==> src/rtl/irq_pkg.sv <==
// Shared types and constants for the interrupt controller.
package irq_pkg;

  typedef enum logic [1:0] {
    IDLE,
    PULSE,
    WAIT_ACK,
    SERVICE
  } irq_state_t;

  localparam logic [31:0] MASK_DEFAULT = 32'hFFFF_FFFF;

  // Width needed to index n items; never narrower than one bit.
  function automatic int id_width(input int n);
    return (n > 1) ? $clog2(n) : 1;
  endfunction

endpackage

==> src/rtl/irq_sync_edge.sv <==
// One interrupt source: multi-flop synchroniser followed by a rising-edge detector.
module irq_sync_edge #(
  parameter int SYNC_STAGES = 2
) (
  input  logic i_clk,
  input  logic i_rstn,
  input  logic i_async,
  output logic o_rise
);

  logic [SYNC_STAGES-1:0] r_sync;
  logic                   r_prev;

  always_ff @(posedge i_clk or negedge i_rstn) begin
    if (!i_rstn) begin
      r_sync <= '0;
      r_prev <= 1'b0;
    end else begin
      r_sync <= {r_sync[SYNC_STAGES-2:0], i_async};
      r_prev <= r_sync[SYNC_STAGES-1];
    end
  end

  assign o_rise = r_sync[SYNC_STAGES-1] & ~r_prev;

endmodule

==> src/rtl/irq_controller.sv <==
// Edge-latched, masked, fixed-priority interrupt controller with a pulse / ack / eoi
// handshake towards the cpu and automatic re-pulse when the ack does not arrive.
//
// state    | meaning
// IDLE     | nothing outstanding; waits for an enabled pending source
// PULSE    | interrupt high for this single cycle
// WAIT_ACK | request delivered; counting towards a re-pulse
// SERVICE  | cpu is in the handler; waits for eoi
module irq_controller
  import irq_pkg::*;
#(
  parameter  int NUM_SRC      = 8,
  parameter  int SYNC_STAGES  = 2,
  parameter  int RETRY_CYCLES = 64,
  localparam int ID_W         = id_width(NUM_SRC)
) (
  input  logic               clk,
  input  logic               rstn,
  input  logic [NUM_SRC-1:0] src_i,
  input  logic               mask_we,
  input  logic [NUM_SRC-1:0] mask_wdata,
  output logic [NUM_SRC-1:0] mask_q,
  output logic [NUM_SRC-1:0] pending_q,
  output logic               interrupt,
  output logic [ID_W-1:0]    irq_id,
  input  logic               ack,
  input  logic               eoi,
  output logic               busy
);

  localparam int              CNT_W    = id_width(RETRY_CYCLES);
  localparam logic [CNT_W-1:0] CNT_LAST = CNT_W'(RETRY_CYCLES - 1);

  logic [NUM_SRC-1:0] w_rise;
  logic [NUM_SRC-1:0] w_masked;
  logic [NUM_SRC-1:0] w_clr;
  logic [ID_W-1:0]    w_win_id;
  logic               w_req;
  logic               w_ack_take;
  irq_state_t         w_state_nxt;

  logic [NUM_SRC-1:0] r_mask;
  logic [NUM_SRC-1:0] r_pending;
  logic [ID_W-1:0]    r_irq_id;
  logic [CNT_W-1:0]   r_cnt;
  logic               r_interrupt;
  irq_state_t         r_state;

  for (genvar g = 0; g < NUM_SRC; g++) begin : g_src
    irq_sync_edge #(
      .SYNC_STAGES(SYNC_STAGES)
    ) u_sync_edge (
      .i_clk  (clk),
      .i_rstn (rstn),
      .i_async(src_i[g]),
      .o_rise (w_rise[g])
    );
  end

  // Lowest enabled pending index wins.
  always_comb begin
    w_masked = r_pending & r_mask;
    w_req    = |w_masked;
    w_win_id = '0;
    for (int i = NUM_SRC - 1; i >= 0; i--) begin
      if (w_masked[i]) w_win_id = ID_W'(i);
    end
  end

  always_comb begin
    w_state_nxt = r_state;
    w_ack_take  = 1'b0;
    case (r_state)
      IDLE:     if (w_req) w_state_nxt = PULSE;
      PULSE:    w_state_nxt = WAIT_ACK;
      WAIT_ACK: begin
        if (ack) begin
          w_state_nxt = SERVICE;
          w_ack_take  = 1'b1;
        end else if (r_cnt == CNT_LAST) begin
          w_state_nxt = PULSE;
        end
      end
      SERVICE:  if (eoi) w_state_nxt = IDLE;
      default:  w_state_nxt = IDLE;
    endcase
    w_clr = w_ack_take ? (NUM_SRC'(1) << r_irq_id) : '0;
  end

  always_ff @(posedge clk or negedge rstn) begin
    if (!rstn) begin
      r_state     <= IDLE;
      r_interrupt <= 1'b0;
      r_irq_id    <= '0;
      r_cnt       <= '0;
      r_pending   <= '0;
      r_mask      <= MASK_DEFAULT[NUM_SRC-1:0];
    end else begin
      r_state     <= w_state_nxt;
      r_interrupt <= (w_state_nxt == PULSE);
      if (r_state == IDLE && w_req) r_irq_id <= w_win_id;
      if (r_state == PULSE)         r_cnt <= '0;
      else if (r_state == WAIT_ACK) r_cnt <= r_cnt + 1'b1;
      // A fresh edge on the acked source beats the clear.
      r_pending <= (r_pending & ~w_clr) | w_rise;
      if (mask_we) r_mask <= mask_wdata;
    end
  end

  assign mask_q    = r_mask;
  assign pending_q = r_pending;
  assign interrupt = r_interrupt;
  assign irq_id    = r_irq_id;
  assign busy      = (r_state != IDLE);

endmodule

==> config.mk <==
export PLATFORM = sky130hd
export DESIGN_NAME = irq_controller
export DESIGN_NICKNAME = d
export VERILOG_FILES = /design/src/rtl/irq_pkg.sv /design/src/rtl/irq_sync_edge.sv /design/src/rtl/irq_controller.sv
export SDC_FILE = /design/constraint.sdc
export NUM_CORES = 1
export LEC_CHECK = 0
export CAP_MARGIN = 10
export CELL_PAD_IN_SITES_DETAIL_PLACEMENT = 1
export CELL_PAD_IN_SITES_GLOBAL_PLACEMENT = 1
export CORE_MARGIN = 8
export CORE_UTILIZATION = 40
export DETAILED_ROUTE_END_ITERATION = 10
export GPL_TIMING_DRIVEN = 0
export HOLD_SLACK_MARGIN = 0.12
export PLACE_DENSITY = 0.8
export SYNTH_ARGS = -nofsm -noshare
export SYNTH_HDL_FRONTEND = slang
export SYNTH_SLANG_ARGS = --single-unit
==> constraint.sdc <==
create_clock -name clk -period 1.7 [get_ports clk]
set_input_delay 0.17 -clock clk [delete_from_list [all_inputs] [get_ports clk]]
set_output_delay 0.17 -clock clk [all_outputs]
set_load 0.01 [all_outputs]
==> results <==
[sequential cells by signal, summed over array words and instances (netlist names)]
signal,cells
g_src.u_sync_edge.r_sync,16
g_src.u_sync_edge.r_prev,8
mask_q,8
pending_q,8
r_cnt,6
irq_id,3
r_state,2
interrupt,1
[Yosys cell counts, types with 3 or more instances]
library cell / count
nor3_1: 3
nor2_1: 6
mux2_2: 10
nand2_1: 9
inv_1: 14
o21ai_0: 15
nand2b_1: 3
dfstp_2: 8
ha_1: 6
dfrtp_1: 44
a21oi_1: 7
o31ai_1: 4
[cell usage in the layout (no fill, tap or decap), types with 2 or more instances in the layout]
cell type,count
nor2_1,5
a32o_1,2
a31oi_1,2
buf_4,2
clkbuf_8,6
dfstp_2,8
o22ai_1,2
inv_1,14
nand2b_1,3
a22oi_4,2
mux2_2,10
ha_1,4
a211oi_1,2
a21oi_1,7
o21ai_0,15
nand2_1,9
clkdlybuf4s50_1,38
a22oi_2,2
o31ai_1,4
dfrtp_1,43
nor3_1,3
nand3b_1,2
[worst paths after layout]
check | startpoint | to | slack (ps)
min reg2reg | g_src[0].u_sync_edge.r_sync[0]$_DFF_PN0_ | g_src[0].u_sync_edge.r_sync[1]$_DFF_PN0_ | 350
min in group clk | src_i[4] | g_src[4].u_sync_edge.r_sync[0]$_DFF_PN0_ | 290
max reg2reg | r_state[1]$_DFF_PN0_ | interrupt$_DFF_PN0_ | 80
min | rstn | r_cnt[2]$_DFFE_PN0P_ | 290
max in group asynchronous | rstn | mask_q[5]$_DFFE_PN1P_ | 830
max | mask_q[1]$_DFFE_PN1P_ | mask_q[1] | 70
[metrics by stage]
stage               std cells  area (um2)  hold WS [ps]
finish                    285        2760           291
floorplan                 164        2100          -126
global placement          274        2590           333
CTS                       286        2750           287
global route              285        2760           275
detailed placement        275        2600           100
[cell type report]
class	count	area, um2
Timing Repair Buffer	44	439
Clock inverter	2	38.8
Fill cell	544	2310
Tap cell	70	87.6
Clock buffer	6	82.6
Buffer	3	20.0
Multi-Input combinational cell	94	727
Inverter	14	52.6
Sequential cell	52	1310
[cell families (layout without fill, tap and decap cells)]
| logic type | Yosys count | after routing | share of synthesized area [%] |
|---|---|---|---|
| flip-flops | 52 | 52 | 62.5 |
| AO/OA/AOI/OAI | 44 | 44 | 15.6 |
| AND/OR/NAND/NOR | 31 | 31 | 7.99 |
| buffers and inverters | 18 | 69 | 3.70 |
| multiplexers | 11 | 11 | 5.84 |
| adder cells (fa/ha/maj) | 6 | 6 | 3.58 |
| XOR/XNOR | 2 | 2 | 0.835 |
[what timing repair did]
item	in CTS	in global routing
buffers inserted	2	0
endpoints found under the setup margin	2	3
endpoints found under the hold margin	48	0
hold buffers	1	0
resized for setup	2	4
[metal layers]
layer,GRT usage (%),vias up
li1,-,674
met1,14.4,729
met2,23.0,27
met3,3.90,7
met4,4.15,0
met5,0,-
[where the power goes]
| group | total, mW | internal, mW | switching, mW |
|---|---|---|---|
| Combinational | 1.46 | 0.744 | 0.716 |
| Sequential | 1.72 | 1.48 | 0.236 |
| Clock | 0.892 | 0.482 | 0.411 |
==> flow_summary_export.csv <==
group,metric,value,unit
worst_setup_path,cp_cell_sequence,"clkdlybuf4s50_1",
drt,top_layer,"met4",
sta,fin_crit,1630,ps
global_route,grt_max_degree,40,
place,place.gp.congestion,0.812,
place,io_buffer_count,40,
floorplanning,initial_core_util,41.3,%
global_route,grt-ovfl-total,0,
synthesis,syn-num-nets,191,
finish,n_antenna_cell,0,
synthesis,synth_cell_types,40,
sta,setup_tns,0,ps
floorplanning,core_area,5070,um2
synthesis,synth_area_leaders,"dfrtp_1, dfstp_2, mux2_2, ha_1, o21ai_0",
drt,vias_per_cell,5.04,
synthesis,ys_seq_elements,52,
worst_setup_path,path_class,"flop to output pin",
drt,wl_met3,228,um
drt,m1WireLength,1.86,mm
cts,cts_buffer_depth,2,
drt,route.met2.wl,2.47,mm
synthesis,seq_area_frac_synth,62.5,%
floorplanning,die_area,7820,um2
power,p_total,4.07,mW
worst_setup_path,critPathBufInv,1,
finish,fin_nets,241,
worst_setup_path,cpMaxStageDelayCell,"dfstp_2",
power,p_per_area,1470,nW/um2
place,dp_slack,-12.5,ps
floorplanning,num_rows,26,
worst_setup_path,ff2ff_path_depth,6,
synthesis,postSynthCellCount,164,
synthesis,syn_area,2100,um2
cts,htree_levels,2,
sta,hold_viol,0,
power,peakVddDrop,0.000584,V
synthesis,async_flop_share,100,%
sta,skew,4.35,ps
worst_setup_path,crit_required,1530,ps
worst_setup_path,startpoint_type,"flop",
cts,cts_buffers,5,
synthesis,synth_top_cell_by_area,"dfrtp_1",
drt,drc,0,
min_path,hp-class,"primary input to asynchronous set/reset pin",
power,p_leak,1.16,nW
global_route,grt_pass1_vias,1578,
finish,drive_above_1_share,21.4,%
synthesis,synth_ff_type,"dfrtp_1",
status,outcome,"finished, final reports clean",
sta,setup_viol,0,
cts,root_buffer,"clkbuf_8",
worst_setup_path,cp_top_family,"flip-flops",
worst_setup_path,worstSetupEndpointType,"output pin",
cts,cts.clk_slew.worst_paths,90,ps
run,cap_violations,0,
cts,cts_sinks,52,
synthesis,synth_edf_count,0,
cts,clk_latency,300,ps
drt,route.final.wire_length,4.61,mm
global_route,grt_usage,13.0,%
floorplanning,die_h,88.4,um
synthesis,synth_warnings,0,
cts,cts_tree,"yes",
drt,vias,1437,
drt,first_pass_iters,4,
worst_setup_path,slowest_delay,590,ps
finish,syn_to_final_growth,31.5,%
global_route,grt_pass1_wl,7.63,mm
worst_setup_path,cp.depth,1,
sta,fmaxAchievable,614,MHz
global_route,antenna_found_initial,0,
floorplanning,dieWidth,88.4,um
drt,wire_per_inst,16.2,um
synthesis,avgSynthCellArea,12.8,um2
sta,min_period_over_period,95.8,%
drt,drt_iter0_markers,19,
synthesis,yosysTopAreaCellShare,52.5,%
sta,maxSlewViolCount,0,
sta,worst_pin_slew,479,ps
sta,fin_ws,71.9,ps
finish,final_core_util,54.4,%
worst_setup_path,cp_max_fo,5,
floorplanning,io_pins,42,
sta,worst_slew_margin_rel,68.1,%
place,dp_hpwl,3.51,mm
worst_setup_path,cp.arrival,1460,ps
drt,ant_nets,0,
(Power assumes the default switching activity.)
